<file path="config.mk">
export PLATFORM = sky130hd
export DESIGN_NAME = vc_qspi_mem_flat
export DESIGN_NICKNAME = d
export VERILOG_FILES = /design/src/rtl/vc_qspi_mem_if.sv /design/src/rtl/vc_qspi_mem.sv /design/src/flat_wrapper.sv
export SDC_FILE = /design/constraint.sdc
export NUM_CORES = 1
export LEC_CHECK = 0
export ABC_AREA = 1
export CAP_MARGIN = 0
export CELL_PAD_IN_SITES_DETAIL_PLACEMENT = 2
export CELL_PAD_IN_SITES_GLOBAL_PLACEMENT = 2
export CORE_MARGIN = 5
export CORE_UTILIZATION = 30
export DETAILED_ROUTE_END_ITERATION = 8
export PLACE_DENSITY_LB_ADDON = 0.1
export RECOVER_POWER = 100
export REMOVE_ABC_BUFFERS = 1
export SYNTH_ARGS = -nofsm -noshare
export SYNTH_HDL_FRONTEND = slang
export SYNTH_SLANG_ARGS = --single-unit
</file>
<file path="constraint.sdc">
create_clock -name clk -period 4.9 [get_ports clk]
set_input_delay 0.49 -clock clk [delete_from_list [all_inputs] [get_ports clk]]
set_output_delay 0.49 -clock clk [all_outputs]
set_load 0.03 [all_outputs]
</file>
<file path="src/rtl/vc_qspi_mem_if.sv">
// CPU-side request/response bus of the vc physical-memory back end.
interface vc_qspi_mem_if #(
    parameter int unsigned PA = 22
) ();
    logic          req_valid;
    logic          req_ready;
    logic          req_write;
    logic [PA-1:0] req_addr;
    logic [1:0]    req_wmask;
    logic [15:0]   req_wdata;
    logic          rsp_valid;
    logic          rsp_err;
    logic [15:0]   rsp_rdata;

    modport master (
        output req_valid, req_write, req_addr, req_wmask, req_wdata,
        input  req_ready, rsp_valid, rsp_err, rsp_rdata
    );

    modport slave (
        input  req_valid, req_write, req_addr, req_wmask, req_wdata,
        output req_ready, rsp_valid, rsp_err, rsp_rdata
    );
endinterface

</file>
<file path="src/rtl/vc_qspi_mem.sv">
// QPI back end: turns 16-bit CPU requests into flash (CS0, read-only) or PSRAM (CS1)
// transactions on the QSPI Pmod uio pins. All pin and bus outputs are registered.
module vc_qspi_mem #(
    parameter int unsigned PA     = 22,
    parameter int unsigned DUMMY  = 6,
    parameter logic [7:0]  RD_CMD = 8'hEB,
    parameter logic [7:0]  WR_CMD = 8'h38
) (
    input  logic         clk,
    input  logic         reset,
    vc_qspi_mem_if.slave bus,
    input  logic [7:0]   qspi_in,
    output logic [7:0]   qspi_out,
    output logic [7:0]   qspi_oe
);
    localparam int unsigned AW       = 24;
    localparam logic [7:0]  OUT_IDLE = 8'hC1;
    localparam logic [7:0]  OE_IDLE  = 8'hC9;

    typedef enum logic [2:0] {
        S_IDLE, S_CMD, S_ADDR, S_DUMMY, S_RDATA, S_WDATA, S_SKIP, S_DONE
    } state_t;

    state_t        state, state_n;
    logic [3:0]    nib, nib_n, last_nib, nib_o;
    logic          ph, ph_n;
    logic          wr, wr_n;
    logic [PA-1:0] addr, addr_n;
    logic [1:0]    wmask, wmask_n;
    logic [15:0]   wdata, wdata_n;
    logic [11:0]   rd_sh, rd_sh_n;
    logic          ready, valid_n, err_q, err_n;
    logic          rsp_valid_q;
    logic [15:0]   rdata_q, rdata_n;
    logic [7:0]    out_n, oe_n, cmd, cmd_sh;
    logic [AW-1:0] addr_sh;
    logic [15:0]   wd_seq, wd_sh;
    logic          cs_low, drive, a0;
    logic [3:0]    qin_nib;

    assign qin_nib       = {qspi_in[5], qspi_in[4], qspi_in[2], qspi_in[1]};
    assign bus.req_ready = ready;
    assign bus.rsp_valid = rsp_valid_q;
    assign bus.rsp_err   = err_q;
    assign bus.rsp_rdata = rdata_q;

    // CS and non-data pins carry no input information.
    logic unused_qspi_in;
    assign unused_qspi_in = ^{qspi_in[7:6], qspi_in[3], qspi_in[0]};

    always_comb begin
        state_n  = state;
        nib_n    = nib;
        ph_n     = ph;
        wr_n     = wr;
        addr_n   = addr;
        wmask_n  = wmask;
        wdata_n  = wdata;
        rd_sh_n  = rd_sh;
        rdata_n  = rdata_q;
        err_n    = 1'b0;

        case (state)
            S_CMD:   last_nib = 4'd1;
            S_ADDR:  last_nib = 4'd5;
            S_DUMMY: last_nib = 4'(DUMMY - 1);
            S_RDATA: last_nib = 4'd3;
            S_WDATA: last_nib = (wmask == 2'b11) ? 4'd3 : 4'd1;
            default: last_nib = 4'd0;
        endcase

        case (state)
            S_IDLE: begin
                if (bus.req_valid && ready) begin
                    wr_n    = bus.req_write;
                    addr_n  = bus.req_addr;
                    wmask_n = bus.req_wmask;
                    wdata_n = bus.req_wdata;
                    nib_n   = 4'd0;
                    ph_n    = 1'b0;
                    // Flash writes and empty-mask writes never touch the pins.
                    if (bus.req_write && (!bus.req_addr[PA-1] || bus.req_wmask == 2'b00))
                        state_n = S_SKIP;
                    else
                        state_n = S_CMD;
                end
            end
            S_SKIP: begin
                state_n = S_DONE;
                err_n   = ~addr[PA-1];
            end
            S_DONE: state_n = S_IDLE;
            default: begin
                ph_n = ~ph;
                if (ph) begin
                    nib_n = nib + 4'd1;
                    if (state == S_RDATA) rd_sh_n = {rd_sh[7:0], qin_nib};
                    if (nib == last_nib) begin
                        nib_n = 4'd0;
                        case (state)
                            S_CMD:   state_n = S_ADDR;
                            S_ADDR:  state_n = wr ? S_WDATA : S_DUMMY;
                            S_DUMMY: state_n = S_RDATA;
                            default: state_n = S_DONE;
                        endcase
                        // Nibbles arrive b0[7:4], b0[3:0], b1[7:4], b1[3:0].
                        if (state == S_RDATA) rdata_n = {rd_sh[3:0], qin_nib, rd_sh[11:4]};
                    end
                end
            end
        endcase

        // Pin values for the coming cycle, derived from the next state.
        cs_low  = state_n inside {S_CMD, S_ADDR, S_DUMMY, S_RDATA, S_WDATA};
        drive   = state_n inside {S_CMD, S_ADDR, S_WDATA};
        cmd     = wr_n ? WR_CMD : RD_CMD;
        cmd_sh  = cmd << {nib_n, 2'b00};
        a0      = wr_n & ((wmask_n == 2'b11) ? addr_n[0] : wmask_n[1]);
        addr_sh = AW'({addr_n[PA-2:1], a0}) << {nib_n, 2'b00};
        wd_seq  = (wmask_n == 2'b11) ? {wdata_n[7:0], wdata_n[15:8]}
                : {(wmask_n[0] ? wdata_n[7:0] : wdata_n[15:8]), 8'h00};
        wd_sh   = wd_seq << {nib_n, 2'b00};

        case (state_n)
            S_CMD:   nib_o = cmd_sh[7:4];
            S_ADDR:  nib_o = addr_sh[AW-1 -: 4];
            S_WDATA: nib_o = wd_sh[15:12];
            default: nib_o = 4'h0;
        endcase

        out_n    = OUT_IDLE;
        out_n[0] = ~(cs_low & ~addr_n[PA-1]);
        out_n[6] = ~(cs_low & addr_n[PA-1]);
        out_n[3] = cs_low & ph_n;
        {out_n[5], out_n[4], out_n[2], out_n[1]} = nib_o;
        oe_n     = drive ? 8'hFF : OE_IDLE;
        valid_n  = (state_n == S_DONE);
    end

    always_ff @(posedge clk) begin
        if (reset) begin
            state       <= S_IDLE;
            nib         <= 4'd0;
            ph          <= 1'b0;
            wr          <= 1'b0;
            addr        <= '0;
            wmask       <= 2'b00;
            wdata       <= 16'h0000;
            rd_sh       <= 12'h000;
            ready       <= 1'b0;
            rsp_valid_q <= 1'b0;
            err_q       <= 1'b0;
            rdata_q     <= 16'h0000;
            qspi_out    <= OUT_IDLE;
            qspi_oe     <= OE_IDLE;
        end else begin
            state       <= state_n;
            nib         <= nib_n;
            ph          <= ph_n;
            wr          <= wr_n;
            addr        <= addr_n;
            wmask       <= wmask_n;
            wdata       <= wdata_n;
            rd_sh       <= rd_sh_n;
            ready       <= (state_n == S_IDLE);
            rsp_valid_q <= valid_n;
            err_q       <= err_n;
            rdata_q     <= rdata_n;
            qspi_out    <= out_n;
            qspi_oe     <= oe_n;
        end
    end
endmodule

</file>
<file path="src/flat_wrapper.sv">
// flat-port wrapper written by rule: the top's interface ports become plain ports
module vc_qspi_mem_flat 
#(
    parameter int unsigned PA     = 22,
    parameter int unsigned DUMMY  = 6,
    parameter logic [7:0]  RD_CMD = 8'hEB,
    parameter logic [7:0]  WR_CMD = 8'h38
)
  (clk, reset, qspi_in, qspi_out, qspi_oe, bus_req_valid, bus_req_write, bus_req_addr, bus_req_wmask, bus_req_wdata, bus_req_ready, bus_rsp_valid, bus_rsp_err, bus_rsp_rdata);
  vc_qspi_mem_if #(.PA(PA)) bus_i ();
  input  logic clk;
  input  logic reset;
  input  logic [7:0] qspi_in;
  output logic [7:0] qspi_out;
  output logic [7:0] qspi_oe;
  input wire logic [$bits(bus_i.req_valid)-1:0] bus_req_valid;
  input wire logic [$bits(bus_i.req_write)-1:0] bus_req_write;
  input wire logic [$bits(bus_i.req_addr)-1:0] bus_req_addr;
  input wire logic [$bits(bus_i.req_wmask)-1:0] bus_req_wmask;
  input wire logic [$bits(bus_i.req_wdata)-1:0] bus_req_wdata;
  output wire logic [$bits(bus_i.req_ready)-1:0] bus_req_ready;
  output wire logic [$bits(bus_i.rsp_valid)-1:0] bus_rsp_valid;
  output wire logic [$bits(bus_i.rsp_err)-1:0] bus_rsp_err;
  output wire logic [$bits(bus_i.rsp_rdata)-1:0] bus_rsp_rdata;
  assign bus_i.req_valid = bus_req_valid;
  assign bus_i.req_write = bus_req_write;
  assign bus_i.req_addr = bus_req_addr;
  assign bus_i.req_wmask = bus_req_wmask;
  assign bus_i.req_wdata = bus_req_wdata;
  assign bus_req_ready = bus_i.req_ready;
  assign bus_rsp_valid = bus_i.rsp_valid;
  assign bus_rsp_err = bus_i.rsp_err;
  assign bus_rsp_rdata = bus_i.rsp_rdata;
  vc_qspi_mem #(.PA(PA), .DUMMY(DUMMY), .RD_CMD(RD_CMD), .WR_CMD(WR_CMD)) u_core (.clk(clk), .reset(reset), .bus(bus_i), .qspi_in(qspi_in), .qspi_out(qspi_out), .qspi_oe(qspi_oe));
endmodule
</file>
==> metrics.yaml, run 1 <==
synthesis:
  synth_area_mm2: 0.00454
  ys_ff_latch: 88
  netlist_instances: 670
  synth-edff-count: 0
  synth_cell_types: 33
  async_reset_ff_frac: 0
  syn_area_per_cell_um2: 6.78
  ys_seq_area_frac: 0.388
  yosys_warnings: 0
  ys.flop_type: "dfxtp_1"
critical_path:
  cp.required_ns: 5.19
  path_class: "reg2reg"
  crit_path_max_fanout: 40
  slowest_stage: "nand2_1"
  worstRegToRegCells: 18
  r2r_start: "u_core.state[1]"
  critPathLaunch: "u_core.state[1]"
  crit_path_start_kind: "register"
  r2r-end: "u_core.qspi_out[2]"
  worstPathArrival_ns: 3.79
  endpoint_kind: "register"
  crit_end: "u_core.qspi_out[2]"
  reg2reg_slack_ns: 1.40
  slowest_delay_ns: 1.03
  crit_top_cell: "nand2_1"
  crit_chain: "nor2_2 -> nand2_1 -> inv_4 -> nand2_1 -> nand2_1 -> nand2_4 -> nand2_1 -> nand2_1 -> nand2_1 -> nand2_1 -> nand2_1 -> nand2_1 -> nand2_1 -> nor2_1 -> nand2_1 -> nand3_1 -> nand2_1 -> inv_1"
timing:
  maxSlewHeadroom: 0.0333
  period_minus_slack_ns: 3.50
  rsz0062_at_grt: "no"
  fin_skew_ns: 0.00956
  worstMarginPinSlew_ns: 1.45
  fmax_mhz: 285
  setup_slack_ns: 1.40
  fin_tns_setup_ns: 0
  min_period_over_period: 0.715
  slew_viol_final: 0
  setup_violations: 0
  hold_viol_final: 0
  holdWs_ns: 0.433
clock_tree:
  cts_root_buf: "clkbuf_16"
  cts_made_buffers: 9
  cts_buffer_depth: 2
  numClockSinks: 88
  clk_latency_ns: 0.35
  ctsHoldBuffers: 0
  cts_max_level: 3
  tritoncts: "built"
  clkTransAtPathRegs_ns: 0.07
  cts_setup_buffers: 0
  cts_resized: 0
routing:
  drt-vias-per-instance: 4.75
  via_count: 4356
  drc: 0
  postRouteWirelength_um: 13700
  drt_iter0_markers: 173
  routedWlPerCell_um: 14.9
  first_pass_iters: 4
  ant_nets: 0
finish:
  fillers: 1837
  fin_nets: 778
  design_area_mm2: 0.00555
  final_cell_mix: "248 x nand2_1, 88 x dfxtp_1, 59 x a21oi_1"
  antenna_cells: 0
  final_cells: 917
  final_common_cell: "nand2_1"
  drive_gt1_frac: 0.0754
  syn_to_final_growth_pct: 22.1
power_and_ir_drop:
  vdd_ir_drop_max_v: 0.000155
  leakagePower_nw: 2.52
  p_per_area_mw_per_mm2: 353
grt:
  grt_pass1_wl_um: 23500
  busiest_layer: "met2"
  antenna_found_initial: 0
  grt_pass1_vias: 4800
  use_met2: 0.286
  met1_usage: 0.196
  grt_overflow_total: 0
  grt_max_degree: 63
  gr-usage-met3: 0.0319
  grt.total_usage: 0.160
placed_design:
  hpwl_um: 9830
  placed_cells: 902
  dpl_cell_area_mm2: 0.00531
  pre_cts_ws_ns: 1.74
  io_buffer_count: 77
  gp_congestion: 0.743
outcome:
  status: "finished clean"
die:
  start_util: 0.302
  coreArea_mm2: 0.0150
  ios: 87
  fp-row-count: 45
  die_x_um: 133
  dieArea_mm2: 0.0177
  fp.dieH_um: 133
job:
  drv_cap: 0
hold_path:
  worstHoldPathType: "reg2reg"
[critical path: cells and delay by family, from the launching register on]
kind                   cells  cell delay [ns]
and+or+nand+nor           16             2.77
DFF                        1             0.50
buffers and inverters      2             0.13
[layer usage]
metal / part of all wire / up-vias
li1: - / 2212
met1: 0.46 / 2087
met2: 0.51 / 44
met3: 0.026 / 13
met4: 0.012 / 0
met5: 0 / -
[sequential cells by signal (all words and copies together), names as in the netlist]
register	count
u_core.bus.rsp_valid	1
u_core.nib	4
u_core.wr	1
u_core.rd_sh	12
u_core.bus.rsp_rdata	16
u_core.wdata	16
u_core.qspi_oe	1
u_core.state	3
u_core.addr	22
u_core.qspi_out	7
u_core.bus.req_ready	1
u_core.bus.rsp_err	1
u_core.wmask	2
u_core.ph	1
[area by class of cell]
class	instances	area (um2)	area share
Clock inverter	6	67.6	0.0122
Timing Repair Buffer	79	777	0.140
Clock buffer	9	225	0.0406
Tap cell	188	235	0.0424
Multi-Input combinational cell	493	2270	0.410
Sequential cell	88	1760	0.318
Inverter	54	208	0.0374
[synthesized netlist by cell type (2+ instances only)]
cell / instances / area [um2]
buf_4: 13 / 97.6
clkbuf_1: 13 / 48.8
dfxtp_1: 88 / 1760
buf_6: 8 / 90.1
nor4_1: 3 / 18.8
buf_2: 4 / 20.0
nor3_1: 2 / 10.0
nand2_2: 10 / 62.6
a211oi_1: 6 / 45.0
nor2_1: 48 / 180
nor2_2: 4 / 25.0
nor2_4: 7 / 78.8
inv_1: 49 / 184
nand2_1: 242 / 908
or2_2: 6 / 37.5
nand4_1: 2 / 12.5
inv_2: 3 / 11.3
o21ai_0: 25 / 125
o21a_1: 2 / 15.0
nand3_2: 3 / 30.0
o21ai_1: 14 / 70.1
nand3_1: 40 / 200
inv_4: 2 / 12.5
nand2_4: 8 / 90.1
nand3_4: 2 / 35.0
a21oi_1: 59 / 295
[stage by stage]
stage	total power, mW	utilization
after global routing	2.08	0.369
after floorplan	1.12	-
after CTS	2.01	0.373
after global placement	1.28	0.353
after detailed placement	1.30	0.353
final	1.96	0.369
[where the power goes]
group | leakage (nW) | switching [mW] | total (mW) | internal, mW
Combinational | 1.67 | 0.307 | 0.470 | 0.163
Clock | 0.138 | 0.305 | 0.700 | 0.395
Sequential | 0.714 | 0.0260 | 0.789 | 0.763
[cells by family after synthesis]
| family | synth area share |
|---|---|
| buffers and inverters | 0.104 |
| other | 0.000825 |
| xor gates and xnor gates | 0.00193 |
| and+or+nand+nor | 0.376 |
| DFF | 0.388 |
| AOI/OAI and AO/OA | 0.127 |
| adders and majority gates | 0.00275 |
[how the worst min path moves through the flow]
| stage | startpoint | to | slack (ns) | depth (start not counted) |
|---|---|---|---|---|
| final | u_core.addr[21] | u_core.bus.rsp_err | 0.43 | 1 |
| after global routing | u_core.addr[21] | u_core.bus.rsp_err | 0.47 | 1 |
| after CTS | u_core.addr[21] | u_core.bus.rsp_err | 0.44 | 1 |
| after detailed placement | u_core.addr[21] | u_core.bus.rsp_err | 0.42 | 1 |
| after global placement | u_core.addr[21] | u_core.bus.rsp_err | 0.42 | 1 |
| after floorplan | u_core.addr[21] | u_core.bus.rsp_err | 0.39 | 1 |
(Power assumes the default switching activity.)
==> inputs of run 2 (changes only) <==
Settings changed: CORE_UTILIZATION 30 to 26.
Clock period 4.9 ns to 3 ns, I/O delays scaled along.
==> metrics.yaml, run 2 (synthesis gave the netlist of run 1 again) <==
routing:
  first_pass_iters: 4  # unchanged
  ant_nets: 0  # unchanged
  drt-vias-per-instance: 4.54  # -4.4%
  postRouteWirelength_um: 14200  # +3.9%
  drt_iter0_markers: 90  # -48%
  drc: 0  # unchanged
  routedWlPerCell_um: 14.8  # -0.86%
  via_count: 4362  # +0.14%
power_and_ir_drop:
  p_per_area_mw_per_mm2: 586  # +66%
  vdd_ir_drop_max_v: 0.000250  # +61%
  leakagePower_nw: 2.56  # +1.8%
  design_power_total_mw: 3.34  # +70%
timing:
  fin_skew_ns: 0.00950  # -0.0000638 ns
  setup_slack_ns: 0.459  # -0.936 ns
  hold_viol_final: 0  # unchanged
  fmax_mhz: 394  # +38%
  holdWs_ns: 0.446  # +0.0126 ns
  worstMarginPinSlew_ns: 0.854  # -0.592 ns
  slew_viol_final: 0  # unchanged
  fin_tns_setup_ns: 0  # unchanged
  setup_violations: 0  # unchanged
  rsz0062_at_grt: "no"
  min_period_over_period: 0.847  # +0.132
  period_minus_slack_ns: 2.54  # -0.964 ns
  maxSlewHeadroom: 0.430  # +0.397
placed_design:
  dpl_cell_area_mm2: 0.00541  # +2.0%
  pre_cts_ws_ns: 0.294  # -1.45 ns
  io_buffer_count: 77  # unchanged
  hpwl_um: 10500  # +6.6%
  gp_congestion: 0.787  # +5.9%
  placed_cells: 945  # +4.8%
critical_path:
  crit_path_max_fanout: 8  # -80%
  slowest_stage: "dfxtp_1"
  r2r_start: "u_core.state[1]"
  endpoint_kind: "register"
  path_class: "reg2reg"
  critPathLaunch: "u_core.state[1]"
  crit_path_start_kind: "register"
  crit_chain: "inv_1 -> nand2_1 -> nand3_1 -> nand2_1 -> nand2_1 -> nor2_1 -> nand4_1 -> nand3_1 -> nand2_2 -> nor2_4 -> nand3_1 -> nand3_1 -> nand2_1 -> inv_1"
  cp.required_ns: 3.29  # -1.90 ns
  worstPathArrival_ns: 2.83  # -0.96 ns
  slowest_delay_ns: 0.47  # -0.56 ns
finish:
  drive_gt1_frac: 0.0883  # +0.0129
  final_cells: 961  # +4.8%
  largest_register: "u_core.addr"
  largest_reg_flops: 22  # unchanged
  antenna_cells: 0  # unchanged
  design_area_mm2: 0.00570  # +2.7%
  final_core_util: 0.330  # -0.0386
  syn_to_final_growth_pct: 25.4
  final_cell_mix: "245 x nand2_1, 88 x dfxtp_1, 59 x a21oi_1"
  final_common_cell: "nand2_1"
  fin_nets: 784  # +0.77%
grt:
  grt_pass1_wl_um: 24500  # +4.1%
  grt.total_usage: 0.149  # -0.0108
  grt_pass1_vias: 4984  # +3.8%
  grt_max_degree: 62  # -1.6%
  grt_overflow_total: 0  # unchanged
  antenna_found_initial: 0  # unchanged
die:
  start_util: 0.264  # -0.0386
  die_x_um: 142  # +6.9%
  fp.dieH_um: 142  # +6.9%
  fp-row-count: 48  # +6.7%
  coreArea_mm2: 0.0172  # +15%
  ios: 87  # unchanged
  dieArea_mm2: 0.0202  # +14%
clock_tree:
  cts_setup_buffers: 0  # unchanged
  cts_resized: 0  # unchanged
  cts_root_buf: "clkbuf_16"
  clkTransAtPathRegs_ns: 0.07  # about the same
  cts_buffer_depth: 2  # unchanged
  cts_max_level: 3  # unchanged
  ctsHoldBuffers: 0  # unchanged
  numClockSinks: 88  # unchanged
  clk_latency_ns: 0.35  # about the same
  cts_made_buffers: 9  # unchanged
  tritoncts: "built"
outcome:
  status: "finished clean"
hold_path:
  worstHoldPathType: "reg2reg"
  min_from: "u_core.bus.rsp_rdata[9]"
job:
  drv_cap: 0  # unchanged
-- run 2: area by class of cell --
| type | instances | area (um2) |
|---|---|---|
| repair buffers | 85 | 835 |
| clock buffers | 9 | 225 |
| flip-flops and latches | 88 | 1760 |
| clock inverters | 7 | 101 |
| inverters | 54 | 206 |
| fillers | 2019 | 11500 |
| multi-input cells | 493 | 2280 |
| well taps | 225 | 282 |
-- run 2: final timing paths --
check / to / slack (ns) / cells after the start
setup / recovery: u_core.qspi_out[5] / 0.46 / 14
hold / removal: u_core.bus.rsp_rdata[9] / 0.45 / 2
setup reg to reg: u_core.qspi_out[5] / 0.46 / 14
hold reg to reg: u_core.bus.rsp_rdata[9] / 0.45 / 2
-- run 2: routing by layer --
metal | GRT usage | vias up | wire, um
li1 | - | 2233 | -
met1 | 0.183 | 2075 | 6530
met2 | 0.269 | 43 | 7200
met3 | 0.0259 | 11 | 329
met4 | 0.0409 | 0 | 167
met5 | 0 | - | 0
-- run 2: worst max-delay path: cells and delay by family (launching register included) --
family                 cells  cell delay, ns
DFF                        1            0.47
buffers and inverters      2            0.15
and+or+nand+nor           12            1.86
-- run 2: report_power, final --
group	switching, mW	total, mW	internal (mW)
logic	0.508	0.790	0.282
clock network	0.518	1.26	0.739
registers	0.0424	1.29	1.25
==> inputs of run 3 (changes only) <==
Settings changed: CORE_UTILIZATION 26 to 28.
Clock period 3 ns to 2.6 ns, I/O delays scaled along.
==> metrics.yaml, run 3 (synthesis gave the netlist of run 1 again) <==
outcome:
  status: "finished clean"
timing:
  min_period_over_period: 0.928  # +0.0811
  period_minus_slack_ns: 2.41  # -0.128 ns
  rsz0062_at_grt: "no"
  hold_viol_final: 0  # unchanged
  maxSlewHeadroom: 0.503  # +0.0731
  fin_skew_ns: 0.00815  # -0.00134 ns
  worstMarginPinSlew_ns: 0.745  # -0.110 ns
  fmax_mhz: 414  # +5.3%
  fin_tns_setup_ns: 0  # unchanged
  slew_viol_final: 0  # unchanged
  setup_violations: 0  # unchanged
finish:
  fin_nets: 791  # +0.89%
  drive_gt1_frac: 0.101  # +0.0128
  largest_reg_flops: 22  # unchanged
  seq_area_mm2: 0.00176  # unchanged
  largest_register: "u_core.addr"
  multi_input_area_mm2: 0.00232  # +1.6%
  final_cell_mix: "243 x nand2_1, 88 x dfxtp_1, 59 x a21oi_1"
  fillers: 1915  # -5.2%
  final_common_cell: "nand2_1"
  syn_to_final_growth_pct: 26.6
  antenna_cells: 0  # unchanged
routing:
  routedWlPerCell_um: 15.0  # +1.4%
  ant_nets: 0  # unchanged
  drt-vias-per-instance: 4.63  # +2.0%
  first_pass_iters: 4  # unchanged
  wl_met2_um: 7300  # +1.4%
  drt_iter0_markers: 129  # +43%
  postRouteWirelength_um: 14400  # +1.1%
  drc: 0  # unchanged
  m1WireLength_um: 6530  # about the same
  wl_met3_um: 327  # -0.61%
  via_count: 4435  # +1.7%
  top_layer: "met4"
clock_tree:
  clk_latency_ns: 0.34  # about the same
  cts_made_buffers: 9  # unchanged
  cts_buffer_depth: 2  # unchanged
  tritoncts: "built"
  numClockSinks: 88  # unchanged
  cts_max_level: 3  # unchanged
  cts_root_buf: "clkbuf_16"
  ctsHoldBuffers: 0  # unchanged
  clkTransAtPathRegs_ns: 0.07  # about the same
hold_path:
  min_from: "u_core.addr[21]"
  worstHoldPathType: "reg2reg"
grt:
  grt_pass1_wl_um: 24500  # about the same
  antenna_found_initial: 0  # unchanged
  grt_max_degree: 62  # unchanged
  grt.total_usage: 0.161  # +0.0118
  grt_overflow_total: 0  # unchanged
  grt_pass1_vias: 4996  # +0.24%
critical_path:
  critPathLaunch: "u_core.ph"
  endpoint_kind: "register"
  crit_path_start_kind: "register"
  path_class: "reg2reg"
  crit_chain: "inv_1 -> nor3_1 -> clkbuf_1 -> nand2_1 -> buf_2 -> o21ai_0 -> a21oi_1"
  crit_path_max_fanout: 32  # +24
  slowest_delay_ns: 0.54  # +0.07 ns
  slowest_stage: "clkbuf_1"
  r2r_start: "u_core.ph"
  cp.required_ns: 2.81  # -0.48 ns
  worstPathArrival_ns: 2.62  # -0.21 ns
die:
  dieArea_mm2: 0.0189  # -6.6%
  start_util: 0.286  # +0.0224
  fp-row-count: 46  # -4.2%
  fp.dieH_um: 137  # -3.4%
  coreArea_mm2: 0.0159  # -7.8%
  ios: 87  # unchanged
  die_x_um: 137  # -3.4%
placed_design:
  io_buffer_count: 77  # unchanged
  gp_congestion: 0.783  # -0.51%
  hpwl_um: 10700  # +2.0%
power_and_ir_drop:
  swShare: 0.327  # +0.00668
  leakagePower_nw: 2.60  # +1.4%
  design_power_total_mw: 3.77  # +13%
  power_frac_clock: 0.353  # -0.024
  p_per_area_mw_per_mm2: 655  # +12%
  vdd_ir_drop_max_v: 0.000317  # +27%
  p_int_mw: 2.54  # +12%
  p_sw_mw: 1.23  # +15%
  combPwrFrac: 0.253  # +0.016
  seq_power_share: 0.394  # +0.008
job:
  drv_cap: 0  # unchanged
## run 3: cell count changes in the layout (fill, tap and decap cells not counted), sizes merged
cell | previous run | this run
clkinvlp | 2 | 1
inv | 55 | 56
buf | 8 | 15
bufinv | 2 | 1
## run 3: power by group through the flow
stage | Clock [mW] | Sequential [mW] | Combinational, mW
global route | 1.42 | 1.49 | 1.08
floorplan | 0 | 1.56 | 0.552
detailed placement | 0 | 1.52 | 0.987
CTS | 1.38 | 1.49 | 0.995
global placement | 0 | 1.51 | 0.954
finish | 1.33 | 1.48 | 0.954
## run 3: worst paths after layout
kind / endpoint / slack (ns) / depth (start not counted)
max: u_core.bus.rsp_rdata[5] / 0.19 / 7
min: u_core.bus.rsp_err / 0.42 / 1
max reg2reg: u_core.bus.rsp_rdata[5] / 0.19 / 7
min reg2reg: u_core.bus.rsp_err / 0.42 / 1
## run 3: worst max-delay path: cells and delay by family (launching register included)
family / cells / cell delay (ns)
AO/OA/AOI/OAI: 2 / 0.38
buffers and inverters: 3 / 1.00
flip-flops: 1 / 0.49
AND/OR/NAND/NOR: 2 / 0.39
## run 3: layout make-up
type	count	area share
Clock inverter	6	0.0120
Timing Repair Buffer	92	0.156
Sequential cell	88	0.306
Tap cell	216	0.0470
Inverter	54	0.0361
Clock buffer	9	0.0391
Multi-Input combinational cell	493	0.404
## run 3: what timing repair did
item                                    4_1_cts  5_1_grt
setup buffers                                 0        0
endpoints found under the setup margin        0        2
gates resized for setup                       0        1
## run 3: stage by stage
| stage | area, um2 | worst slack [ns] | hold WS, ns | std cells | util |
|---|---|---|---|---|---|
| 2_1_floorplan | 4290 | 0.149 | 0.329 | 635 | - |
| 3_3_place_gp | 5470 | 0.168 | 0.419 | 943 | 0.344 |
| 3_5_place_dp | 5470 | 0.0580 | 0.411 | 943 | 0.344 |
| 4_1_cts | 5760 | 0.163 | 0.423 | 958 | 0.363 |
| 5_1_grt | 5750 | 0.0442 | 0.455 | 958 | 0.362 |
| 6_report | 5750 | 0.187 | 0.417 | 958 | 0.362 |
## run 3: routing by layer
| metal | up-vias | GRT usage |
|---|---|---|
| li1 | 2235 | - |
| met1 | 2143 | 0.197 |
| met2 | 43 | 0.289 |
| met3 | 14 | 0.0245 |
| met4 | 0 | 0.0493 |
| met5 | - | 0 |
